===== src/rtl/mem_arb_pkg.sv =====
// Shared size encodings, starve-counter width and byte-lane enable lookup
// for the SRAM port arbiter.
package mem_arb_pkg;

    localparam int STARVE_W = 4;

    localparam logic [1:0] SZ_BYTE = 2'd0;
    localparam logic [1:0] SZ_HALF = 2'd1;
    localparam logic [1:0] SZ_WORD = 2'd2;
    localparam logic [1:0] SZ_ILL  = 2'd3;

    // Lanes are LSB-aligned: lane k writes address+k.
    function automatic logic [3:0] byte_en(input logic [1:0] size);
        case (size)
            SZ_BYTE: byte_en = 4'b0001;
            SZ_HALF: byte_en = 4'b0011;
            SZ_WORD: byte_en = 4'b1111;
            default: byte_en = 4'b0000;
        endcase
    endfunction

endpackage


===== src/rtl/mem_load_fmt.sv =====
// Combinational load formatter: selects byte/half/word from SRAM read data
// and sign- or zero-extends it to 32 bits.
module mem_load_fmt
    import mem_arb_pkg::*;
(
    input  logic [31:0] read_data,
    input  logic [1:0]  size,
    input  logic        zext,
    output logic [31:0] result
);

    always_comb begin
        result = read_data;
        case (size)
            SZ_BYTE: result = zext ? {24'h0, read_data[7:0]}
                                   : {{24{read_data[7]}}, read_data[7:0]};
            SZ_HALF: result = zext ? {16'h0, read_data[15:0]}
                                   : {{16{read_data[15]}}, read_data[15:0]};
            default: result = read_data;
        endcase
    end

endmodule


===== src/rtl/mem_port_arbiter.sv =====
// Arbitrates fetch and load/store ports onto one SRAM port: data priority,
// fetch starvation guard, registered formatted responses one cycle after grant.
module mem_port_arbiter
    import mem_arb_pkg::*;
#(
    parameter int ADDR_W       = 16,
    parameter int STARVE_LIMIT = 4
) (
    input  logic        clk,
    input  logic        rst_n,
    input  logic        if_req,
    input  logic [31:0] if_addr,
    output logic        if_gnt,
    output logic        if_rvalid,
    output logic [31:0] if_rdata,
    input  logic        d_req,
    input  logic        d_we,
    input  logic [1:0]  d_size,
    input  logic        d_unsigned,
    input  logic [31:0] d_addr,
    input  logic [31:0] d_wdata,
    output logic        d_gnt,
    output logic        d_rvalid,
    output logic [31:0] d_rdata,
    output logic        d_err,
    output logic        MemRead,
    output logic [3:0]  MemWrite,
    output logic [31:0] address,
    output logic [31:0] write_data,
    input  logic [31:0] read_data
);

    localparam logic [STARVE_W-1:0] LIMIT   = STARVE_W'(STARVE_LIMIT);
    localparam logic [31:0]         HI_MASK = ~((32'h1 << ADDR_W) - 32'h1);

    logic [STARVE_W-1:0] starve_cnt;
    logic                fetch_win;
    logic                illegal;
    logic                d_load_ok;
    logic [31:0]         fmt_dat;

    // Fetch wins when alone or once it has lost STARVE_LIMIT contested cycles.
    assign fetch_win = if_req && (!d_req || starve_cnt == LIMIT);
    assign if_gnt    = rst_n && fetch_win;
    assign d_gnt     = rst_n && d_req && !fetch_win;
    assign illegal   = (d_size == SZ_ILL) || ((d_addr & HI_MASK) != 32'h0);
    assign d_load_ok = d_gnt && !illegal && !d_we;

    always_comb begin
        MemRead    = 1'b0;
        MemWrite   = 4'b0000;
        address    = 32'h0;
        write_data = 32'h0;
        if (if_gnt) begin
            MemRead = 1'b1;
            address = if_addr;
        end else if (d_gnt) begin
            address = d_addr;
            if (!illegal) begin
                if (d_we) begin
                    MemWrite   = byte_en(d_size);
                    write_data = d_wdata;
                end else begin
                    MemRead = 1'b1;
                end
            end
        end
    end

    mem_load_fmt u_load_fmt (
        .read_data (read_data),
        .size      (d_size),
        .zext      (d_unsigned),
        .result    (fmt_dat)
    );

    always_ff @(posedge clk) begin
        if (!rst_n) begin
            starve_cnt <= '0;
            if_rvalid  <= 1'b0;
            d_rvalid   <= 1'b0;
            d_err      <= 1'b0;
            if_rdata   <= 32'h0;
            d_rdata    <= 32'h0;
        end else begin
            if (if_gnt || !if_req)
                starve_cnt <= '0;
            else if (d_gnt && starve_cnt != LIMIT)
                starve_cnt <= starve_cnt + 1'b1;
            if_rvalid <= if_gnt;
            d_rvalid  <= d_load_ok;
            d_err     <= d_gnt && illegal;
            if (if_gnt)
                if_rdata <= read_data;
            if (d_load_ok)
                d_rdata <= fmt_dat;
        end
    end

endmodule

===== config.mk =====
export PLATFORM = sky130hd
export DESIGN_NAME = mem_port_arbiter
export DESIGN_NICKNAME = d
export VERILOG_FILES = /design/src/rtl/mem_arb_pkg.sv /design/src/rtl/mem_load_fmt.sv /design/src/rtl/mem_port_arbiter.sv
export SDC_FILE = /design/constraint.sdc
export NUM_CORES = 1
export LEC_CHECK = 0
export ABC_AREA = 0
export ABC_CLOCK_PERIOD_IN_PS = 3300
export CAP_MARGIN = 30
export CORE_MARGIN = 3
export CORE_UTILIZATION = 30
export DETAILED_ROUTE_END_ITERATION = 7
export GPL_TIMING_DRIVEN = 0
export PLACE_DENSITY = 0.69
export SLEW_MARGIN = 20
export SYNTH_ARGS = -nofsm -noshare
export SYNTH_HDL_FRONTEND = slang
export SYNTH_SLANG_ARGS = --single-unit

===== constraint.sdc =====
create_clock -name clk -period 3.3 [get_ports clk]
set_input_delay 0.66 -clock clk [delete_from_list [all_inputs] [get_ports clk]]
set_output_delay 0.66 -clock clk [all_outputs]
set_load 0.1 [all_outputs]

After elaboration in Yosys (flattened, before gate mapping). Index checks and enable logic that the tools add are counted. Widths: inputs -> output; s select.

Input port bits: 136. Output and inout bits: 138. Flip-flop bits (word level): 71.

Multiplexer cells: 18. Equal/unequal tests: 5. Reductions and logical operators: 19. Bitwise operators: 1. $add $sub $neg: 1.

Operator list (count): $mux 32 (8); $pmux 32 s2 (1); $reduce_bool 32->1 (1); $mux 4 (4); $pmux 4 s3 (1); $logic_and 1x1->1 (8); $logic_not 1->1 (5); $add 4x1->4 const B (1); $eq 2x2->1 const B (2); $eq 4x3->1 const B (1); $mux 1 (4); $ne 4x3->1 const B (1); $logic_or 1x1->1 (3); $eq 2x1->1 const B (1); $logic_not 2->1 (1); $reduce_or 2->1 (1); $not 1->1 (1).

Longest topological paths before layout.
Depth in word-level cells: 7. Mapped depth: 9. Gate-level depth less buffers: 6.

By module. From an unflattened synthesis, not the netlist that was laid out.

Cell total of the unflattened synthesis: 476. Area, all modules: 3742.3 um^2.

Modules (own cells, without submodules): mem_port_arbiter (cells each 409, instances 1, area each 3387.0 um^2); mem_load_fmt (cells each 67, instances 1, area each 355.3 um^2).

Worst setup path after synthesis. No wires, ideal clock.

Path type: input port to output port. From: input port rst_n. To: output port address[22]. Slack: -0.603 ns. Buffers on the path: 3. Required time: 2.640 ns. Arrival: 3.243 ns. Stages on the path: 5. Cell sequence: clkbuf_1 -> o211a_1 -> clkbuf_1 -> buf_1 -> a22o_1.

Word-level cells in the longest chain between the ends: 4.

Ends and longest elaborated chain: from (decl) (RTL line mem_port_arbiter.sv:10) `input logic rst_n,`; $logic_and 1x1->1 (2 in a row) (RTL line mem_port_arbiter.sv:45) `assign d_gnt = rst_n && d_req && !fetch_win;`; via d_gnt (RTL line mem_port_arbiter.sv:22) `output logic d_gnt,`; $mux 32 (RTL line mem_port_arbiter.sv:57) `end else if (d_gnt) begin`; $mux 32 (RTL line mem_port_arbiter.sv:54) `if (if_gnt) begin`; to (decl) (RTL line mem_port_arbiter.sv:28) `output logic [31:0] address,`.

The timed path passes the listed nets, and every way through them passes these cells.

Final worst setup path.
From: input port if_req. To: output port address[24].

Word-level cells in the longest chain between the ends: 5.

Ends and longest elaborated chain: from (decl) (RTL line mem_port_arbiter.sv:11) `input logic if_req,`; $logic_and 1x1->1 * (RTL line mem_port_arbiter.sv:43) `assign fetch_win = if_req && (!d_req || starve_cnt == LIMIT);`; $logic_not 1->1 (RTL line mem_port_arbiter.sv:45); $logic_and 1x1->1 (RTL line mem_port_arbiter.sv:45); $mux 32 (RTL line mem_port_arbiter.sv:57); $mux 32 * (RTL line mem_port_arbiter.sv:54).

Mark *: on every way between the ends. The rest lies on a longest branch, timed or not.

==> impl_metrics.toml <==
[worst_hold_path]
hold_class = "flop to flop"
min_from = "d_rdata[29]"
hold_depth = 2
whs_endpoint = "d_rdata[29]"

[setup_path]
critPathKind = "primary input to output pin"
crit_slowest_cell = "clkdlybuf4s50_1"
critPathBufInv = 3
r2r_slack_ps = 1160
arrival_ps = 2610
start_kind = "primary input"
worstPathCellList = "clkdlybuf4s50_1, nand2_1, a21oi_2, clkbuf_2, a22o_2, buf_2"
cp.required_ps = 2640
cpLargestDelayFamily = "buffers and inverters"
r2r-end = "if_rdata[31]"
rr_worst_depth = 8
end_kind = "output pin"
max_stage_delay_ps = 520
cp_max_fo = 10
r2r_start = "starve_cnt[0]"

[timing]
hold_violations = 0
min_period_over_period_pct = 99.0
tightestPinTransition_ps = 1030
slew_headroom_pct = 31.4
rsz0062_at_grt = "true"
skew_ps = 5.68
setup_viol = 0
fmax_mhz = 306
maxSlewViolCount = 0
period_needed_ps = 3270
fin_ws_ps = 32.5

[floorplanning]
die_w_um = 115
core.rowCount = 39
dieArea_mm2 = 0.0132
core_area_mm2 = 0.0115
initial_core_util_pct = 31.0
io-pin-count = 274
die_h_um = 115

[synthesis]
synth_seq_cells = 71
yosys.area_share.simple_pct = 25.7
netlist_area_mm2 = 0.00357
synth_compound_area_share_pct = 16.5
synth_area_leader_cell = "dfxtp_1"
syn_nets = 584
synth_top_area_share_pct = 39.8
avgSynthCellArea_um2 = 8.07
synth_area_leaders = "dfxtp_1 (40%), nand2_1 (12%), mux2i_1 (9.0%), a22o_1 (7.9%), o21ai_0 (7.9%)"
synth_cell_types = 32
synth_top_family_by_area = "simple AND/OR/NAND/NOR gates"
synth_xor_area_share_pct = 0.491
synthMuxAreaShare_pct = 8.98
synthAdderAreaFrac_pct = 2.10
synth_seq_area_share_pct = 39.8
yosys_warnings = 0
synthCells = 442

[detailed_routing]
vias_per_cell = 4.76
via_count = 4186
first_pass_iters = 4
finalWirelength_mm = 15.7
drtAntennaViolNets = 0
drc = 0
drtIter0Drc = 195
routedWlPerCell_um = 17.8

[clocking]
holdBufCountCts = 0
htreeDepth = 3
cts_inserted_buffers = 9
clk_latency_ps = 330
ctsRootBufferMaster = "clkbuf_16"
cts_num_sinks = 71
cts_tree = "yes"
cts_buffer_depth = 2
clk_pin_slew_ps = 60

[final_layout]
fillers = 1042
fin_util_pct = 62.9
fin_cells = 880
final_common_cell = "clkdlybuf4s50_1"
layout_common_cells = "clkdlybuf4s50_1 (188), nand2_1 (114), dfxtp_1 (71), o21ai_0 (56), mux2i_1 (32)"
areaGrowthSynthToFinish_pct = 103
insertedDiodeCount = 0
drive_gt1_share_pct = 21.2
nNetsFinal = 874

[grt]
grt_pass1_wl_mm = 23.3
overflow = 0
grt_antenna_before_repair = 0
grt_use_total_pct = 22.6
grt_pass1_vias = 4351
grt_max_degree = 14

[place]
pre_cts_ws_ps = -1170
post-place-cells = 860
dp_hpwl_mm = 12.6
gp_congestion = 0.851
portBuffers = 272

[flow_run]
cap_violations = 0

[status]
status = "complete, no violations"

[pwr]
vdd_drop_max_uv = 221
leakage_uw = 0.00309
power_per_cell_area_mw_per_mm2 = 363
## worst max-delay path by stage
stage	endpoint	cells past startpoint	startpoint
5_1_grt	address[24]	6	if_req
3_5_place_dp	address[26]	6	if_req
3_3_place_gp	write_data[29]	8	d_addr[18]
6_report	address[24]	6	if_req
4_1_cts	address[26]	6	if_req
2_1_floorplan	address[22]	5	rst_n
## through the flow
stage          power [uW]  hold slack [ps]  cell area (um^2)  TNS [ps]
6_report             2630              457              7240         0
5_1_grt              2720              478              7240      -280
4_1_cts              2650              462              6920      -109
3_5_place_dp         1670              453              6610    -75440
3_3_place_gp         1670              442              6530    -73760
2_1_floorplan        1370              430              3620      -237
## power breakdown
group	switching [uW]	internal, uW
combinational	497	254
clock	377	608
sequential	12.5	880
total	886	1740
## flip-flops by register name (all words and copies together), names as in the netlist
name        count
starve_cnt      4
d_rdata        32
d_err           1
if_rdata       32
if_rvalid       1
d_rvalid        1
## synth_stat cells
master	n
nand2_1	114
dfxtp_1	71
o21ai_0	56
and2_1	34
a22o_1	32
mux2i_1	32
clkbuf_1	26
nor3b_1	16
inv_1	14
ha_1	6
nor2_1	6
buf_2	4
buf_1	3
buf_6	3
nand3b_1	3
a21oi_1	2
buf_4	2
nand4_1	2
nor2b_1	2
or2_2	2
a21boi_0	1
and3_1	1
and4_1	1
nand3_1	1
nor4_1	1
nor4_4	1
o211a_1	1
or3_1	1
or4_1	1
or4_4	1
xnor2_1	1
xor2_1	1
## cell families (layout without fill, tap and decap cells)
logic type / count (synthesis) / in the layout
buf+inv: 52 / 347
mux: 32 / 32
simple gates: 187 / 187
flops: 71 / 71
fa+ha+maj: 6 / 6
compound gates: 92 / 92
xor+xnor: 2 / 2
## worst reg2reg max path: stages (launching register included)
cell,delay (ps)
dfxtp_1,330
inv_1,70
ha_1,140
nand3b_1,150
a21oi_2,420
buf_2,310
buf_1,430
nand2_1,130
o21ai_0,90
## area by class of cell
cell class | instances | area [um^2] | area share (%)
clock buffer | 10 | 239 | 3.30
timing repair buffer | 280 | 3060 | 42.3
inverter | 14 | 52.6 | 0.726
tap | 143 | 179 | 2.47
clock inverter | 6 | 67.6 | 0.933
sequential | 71 | 1420 | 19.6
buffer | 37 | 196 | 2.71
multi-input combinational | 319 | 2020 | 27.9
## routing by layer
layer | GRT usage, % | wire length, um | vias up
met3 | 7.05 | 1140 | 12
li1 | - | - | 2073
met2 | 41.7 | 8350 | 152
met1 | 25.3 | 6000 | 1949
met5 | 0 | 0 | -
met4 | 5.24 | 172 | 0
## timing repair
item	4_1_cts	5_1_grt
cloned	1	2
endpoints found under the setup margin	71	58
pin swaps	6	7
buffers inserted	3	1
gates resized for setup	473	87
No activity file was read; power rests on OpenSTA's default activity.
